File: src/rtl/score4_pkg.sv
// Shared Score-4 types and helpers: board geometry, cell encoding, controller states,
// and one-hot column decoding used by the move controller.
package score4_pkg;

    localparam int COLS      = 7;
    localparam int ROWS      = 6;
    localparam int MAX_MOVES = COLS * ROWS;

    typedef enum logic [1:0] {
        EMPTY = 2'b00,
        P1    = 2'b01,
        P2    = 2'b10
    } cell_t;

    typedef enum logic [1:0] {
        IDLE,
        CHECK,
        WRITE,
        REJECT
    } state_t;

    function automatic logic [2:0] onehot_to_idx(input logic [COLS-1:0] v);
        logic [2:0] idx;
        idx = 3'd0;
        for (int i = 0; i < COLS; i++) begin
            if (v[i]) begin
                idx = 3'(i);
            end
        end
        return idx;
    endfunction

    // Clearing the lowest set bit leaves zero only for a single-bit vector.
    function automatic logic is_onehot(input logic [COLS-1:0] v);
        return (v != '0) && ((v & (v - COLS'(1))) == '0);
    endfunction

endpackage

File: src/rtl/move_controller.sv
// Score-4 game-state owner: holds the board, whose turn it is and the move count, and
// turns a one-hot column request into either a committed disc or a rejection pulse.
module move_controller
    import score4_pkg::*;
(
    input  logic                             clk,
    input  logic                             rst,
    input  logic                             new_game,
    input  logic [COLS-1:0]                  play,
    input  logic                             commit,
    input  logic [3:0]                       free,
    input  logic                             valid,
    output logic [COLS-1:0][ROWS-1:0][1:0]   panel,
    output logic [COLS-1:0]                  play_q,
    output logic                             turn,
    output logic                             busy,
    output logic                             move_ok,
    output logic                             move_err,
    output logic [5:0]                       moves,
    output logic                             board_full
);

    state_t                           state_q, state_d;
    logic [COLS-1:0][ROWS-1:0][1:0]   panel_q;
    logic                             turn_q;
    logic [5:0]                       moves_q;
    logic                             full_q;
    logic [2:0]                       row_q;

    always_comb begin
        state_d = state_q;
        case (state_q)
            IDLE: begin
                if (commit) begin
                    state_d = full_q ? REJECT : CHECK;
                end
            end
            CHECK: begin
                if (!is_onehot(play_q) || !valid || (free >= 4'(ROWS))) begin
                    state_d = REJECT;
                end else begin
                    state_d = WRITE;
                end
            end
            WRITE:   state_d = IDLE;
            REJECT:  state_d = IDLE;
            default: state_d = IDLE;
        endcase
        if (new_game) begin
            state_d = IDLE;
        end
    end

    // new_game discards the WRITE, so its pulse is suppressed in that cycle too.
    assign busy       = (state_q != IDLE);
    assign move_ok    = (state_q == WRITE) && !new_game;
    assign move_err   = (state_q == REJECT) && !new_game;
    assign panel      = panel_q;
    assign turn       = turn_q;
    assign moves      = moves_q;
    assign board_full = full_q;

    always_ff @(posedge clk or posedge rst) begin
        if (rst) begin
            state_q <= IDLE;
            panel_q <= '0;
            play_q  <= '0;
            turn_q  <= 1'b0;
            moves_q <= 6'd0;
            full_q  <= 1'b0;
            row_q   <= 3'd0;
        end else if (new_game) begin
            state_q <= IDLE;
            panel_q <= '0;
            play_q  <= '0;
            turn_q  <= 1'b0;
            moves_q <= 6'd0;
            full_q  <= 1'b0;
            row_q   <= 3'd0;
        end else begin
            state_q <= state_d;
            if (state_q == IDLE && commit && !full_q) begin
                play_q <= play;
            end
            // free is only trusted in CHECK, so the row is held for the WRITE cycle.
            if (state_q == CHECK) begin
                row_q <= free[2:0];
            end
            if (state_q == WRITE) begin
                panel_q[onehot_to_idx(play_q)][row_q] <= turn_q ? P2 : P1;
                turn_q <= ~turn_q;
                if (moves_q != 6'(MAX_MOVES)) begin
                    moves_q <= moves_q + 6'd1;
                end
                full_q <= (moves_q >= 6'(MAX_MOVES - 1));
            end
        end
    end

endmodule
File: config.mk
export PLATFORM = sky130hd
export DESIGN_NAME = move_controller
export DESIGN_NICKNAME = d
export VERILOG_FILES = /design/src/rtl/score4_pkg.sv /design/src/rtl/move_controller.sv
export SDC_FILE = /design/constraint.sdc
export NUM_CORES = 1
export LEC_CHECK = 0
export CAP_MARGIN = 20
export CORE_MARGIN = 8
export CORE_UTILIZATION = 40
export CTS_CLUSTER_DIAMETER = 50
export DETAILED_ROUTE_END_ITERATION = 7
export GPL_TIMING_DRIVEN = 0
export PLACE_DENSITY = 0.67
export SYNTH_ARGS = -nofsm -noshare
export SYNTH_HDL_FRONTEND = slang
export SYNTH_SLANG_ARGS = --single-unit
File: constraint.sdc
create_clock -name clk -period 4.5 [get_ports clk]
set_input_delay 0.9 -clock clk [delete_from_list [all_inputs] [get_ports clk]]
set_output_delay 0.9 -clock clk [all_outputs]
set_load 0.01 [all_outputs]
==> results.ini <==
[outcome]
status = complete, no violations

[sta]
rsz0062_at_grt = no
period_share = 0.767
worstMarginPinSlew_ns = 0.960
finalSetupViolCount = 0
period_needed_ns = 3.45
drv_slew = 0
fin_worst_skew_ns = 0.00813
timing.final.hold_violations = 0
max-slew-margin-rel = 0.357
max_freq_mhz = 290
whs_ns = 0.518

[global_route]
antenna_found_initial = 0
first_global_vias = 4058
grt_util_met2 = 0.274
grt_max_degree = 63
grt-ovfl-total = 0
grt-busiest-layer = met2
grtUsageMet3 = 0.0416
gr-usage-all-layers = 0.176
use_met1 = 0.227
grt_pass1_wl_mm = 22.1

[logic_synthesis]
ys_warn_count = 0
synthCells = 455
async_flop_share = 1.00
synth_top_area_cell = dfrtp_1
synth_cell_type_count = 40
synth_top_area_share = 0.546
ys_seq_area_frac = 0.546
yosys-top-cells-area = dfrtp_1, mux2i_1, nor2_1
synthFlopType = dfrtp_1
synth-edff-count = 0
syn_area_um2 = 4770
avgSynthCellArea_um2 = 10.5
synth_nets = 475
synth-seq-cells = 104

[layout]
drive_above_1_share = 0.0696
fin_util = 0.548
syn2layout_area_growth_pct = 35.9
n_fill_cell = 1085
nNetsFinal = 604
diodes = 0

[clocking]
post_cts_resized = 0
cts_sinks = 104
cts_setup_buffers = 0
cts_tree = yes
clockRootBuffer = clkbuf_16
clk_pin_slew_ns = 0.07
hold_buffers = 0
clk_path_buf_depth = 2
worst_skew_pair.late_latency_ns = 0.35
cts-buffers-inserted = 9
cts.htree.levels = 3

[die]
core_area_um2 = 11800
die_y_um = 125
fp-row-count = 40
io_pins = 118
die_w_um = 125
dieArea_um2 = 15700
start_util = 0.404

[placement]
routabilityCongestion = 0.805
hpwl_mm = 9.96
io_buffer_count = 117

[job]
cap_violations = 0

[routing]
post-route-drc-count = 0
drtAntennaViolNets = 0
avgRoutedWirePerCell_um = 18.6
vias_per_cell = 5.32
totalWireLength_mm = 13.7
first_pass_iters = 5
detailroute.via_count = 3913
drtIter0Drc = 297

[power_and_ir_drop]
powerDensity_nw_per_um2 = 309
p_leak_nw = 3.05
ir_drop_v = 0.000206

[critical_path]
cp-end-kind = primary output
path_max_fanout = 10
worstSetupPathType = in -> out
worst_setup_path_start_kind = input port
crit_required_ns = 3.60
arrival_ns = 2.55

[min_path]
hp-class = reg -> reg

-- sequential cells by signal (all words and copies together) (netlist names) --
signal,cells
turn,1
board_full,1
moves,6
state_q,2
panel,84
play_q,7
row_q,3
-- kinds of logic (layout without fill, tap and decap cells) --
logic type / Yosys count / after routing / synth area share
and+or+nand+nor: 195 / 195 / 0.212
DFF: 104 / 104 / 0.546
muxes: 66 / 66 / 0.139
AOI/OAI and AO/OA: 42 / 42 / 0.0493
buffers and inverters: 41 / 175 / 0.0386
adders and majority gates: 4 / 4 / 0.0105
xor gates and xnor gates: 3 / 3 / 0.00551
-- through the flow --
stage | worst slack (ns) | power, mW | setup TNS, ns | cells | area, um2
after global placement | -0.628 | 1.16 | -64.56 | 719 | 6120
after global routing | 0.947 | 2.07 | 0 | 736 | 6480
after CTS | 1.03 | 2.02 | 0 | 736 | 6480
final | 1.05 | 2.00 | 0 | 736 | 6480
after detailed placement | 1.05 | 1.17 | 0 | 720 | 6150
after floorplan | 0.868 | 1.09 | 0 | 455 | 4770
-- cells in the final DEF, fill, tap and decap left out, types with 8 or more instances in the layout --
| cell type | instances |
|---|---|
| a21oi_1 | 20 |
| dfrtp_1 | 104 |
| clkbuf_16 | 9 |
| mux2i_1 | 66 |
| clkdlybuf4s50_1 | 117 |
| nor3b_1 | 8 |
| clkbuf_1 | 24 |
| buf_2 | 12 |
| nand3_1 | 34 |
| nand2_1 | 30 |
| nor2_1 | 74 |
| o21ai_0 | 13 |
| nand4_1 | 18 |
-- synthesized netlist by cell type (2+ instances only) --
master / n
nand2_1: 30
o21ai_0: 13
nor3b_2: 4
nand4_2: 2
a21oi_1: 20
mux2i_1: 66
a211oi_1: 2
and3b_1: 3
and2_1: 2
a32o_1: 2
nor2_1: 74
dfrtp_1: 104
nand4_1: 18
buf_2: 12
nor4_1: 2
and3_1: 4
nand3_1: 34
clkbuf_1: 22
ha_1: 4
xor2_1: 3
buf_6: 2
inv_1: 4
nor3b_1: 8
nor2b_1: 4
-- power by group --
part	switching [mW]	internal [mW]
clock	0.345	0.505
combinational	0.127	0.0683
sequential	0.0124	0.944
-- final cells by class --
type / count / area (um2) / share of cell area
clock buffers: 12 / 246 / 0.0381
plain buffers: 36 / 165 / 0.0255
clock inverters: 4 / 77.6 / 0.0120
multi-input cells: 310 / 1980 / 0.306
flip-flops and latches: 104 / 2600 / 0.402
repair buffers: 118 / 1200 / 0.185
inverters: 5 / 21.3 / 0.00328
well taps: 147 / 184 / 0.0284
-- worst paths after layout --
path	startpoint	end	slack, ns	depth (start not counted)
min	panel[14]	panel[14]	0.52	2
min reg2reg	panel[14]	panel[14]	0.52	2
max in group asynchronous	rst	panel[9]	2.84	3
min in group asynchronous	rst	panel[56]	0.96	2
max	new_game	move_ok	1.05	4
max reg2reg	row_q[0]	panel[17]	2.37	5
-- critical path, cell delays in order --
cell and delay, ns:
clkdlybuf4s50_1 0.52, clkbuf_1 0.44, nor2_1 0.16, clkdlybuf4s50_1 0.52
-- routing by layer --
layer  share of wire  routed length (um)  vias up
li1                -                   -     1838
met1            0.45                6220     1928
met2            0.46                6330      122
met3           0.059                 813       25
met4           0.026                 360        0
met5               0                   0        -
No activity file was read; power rests on OpenSTA's default activity.
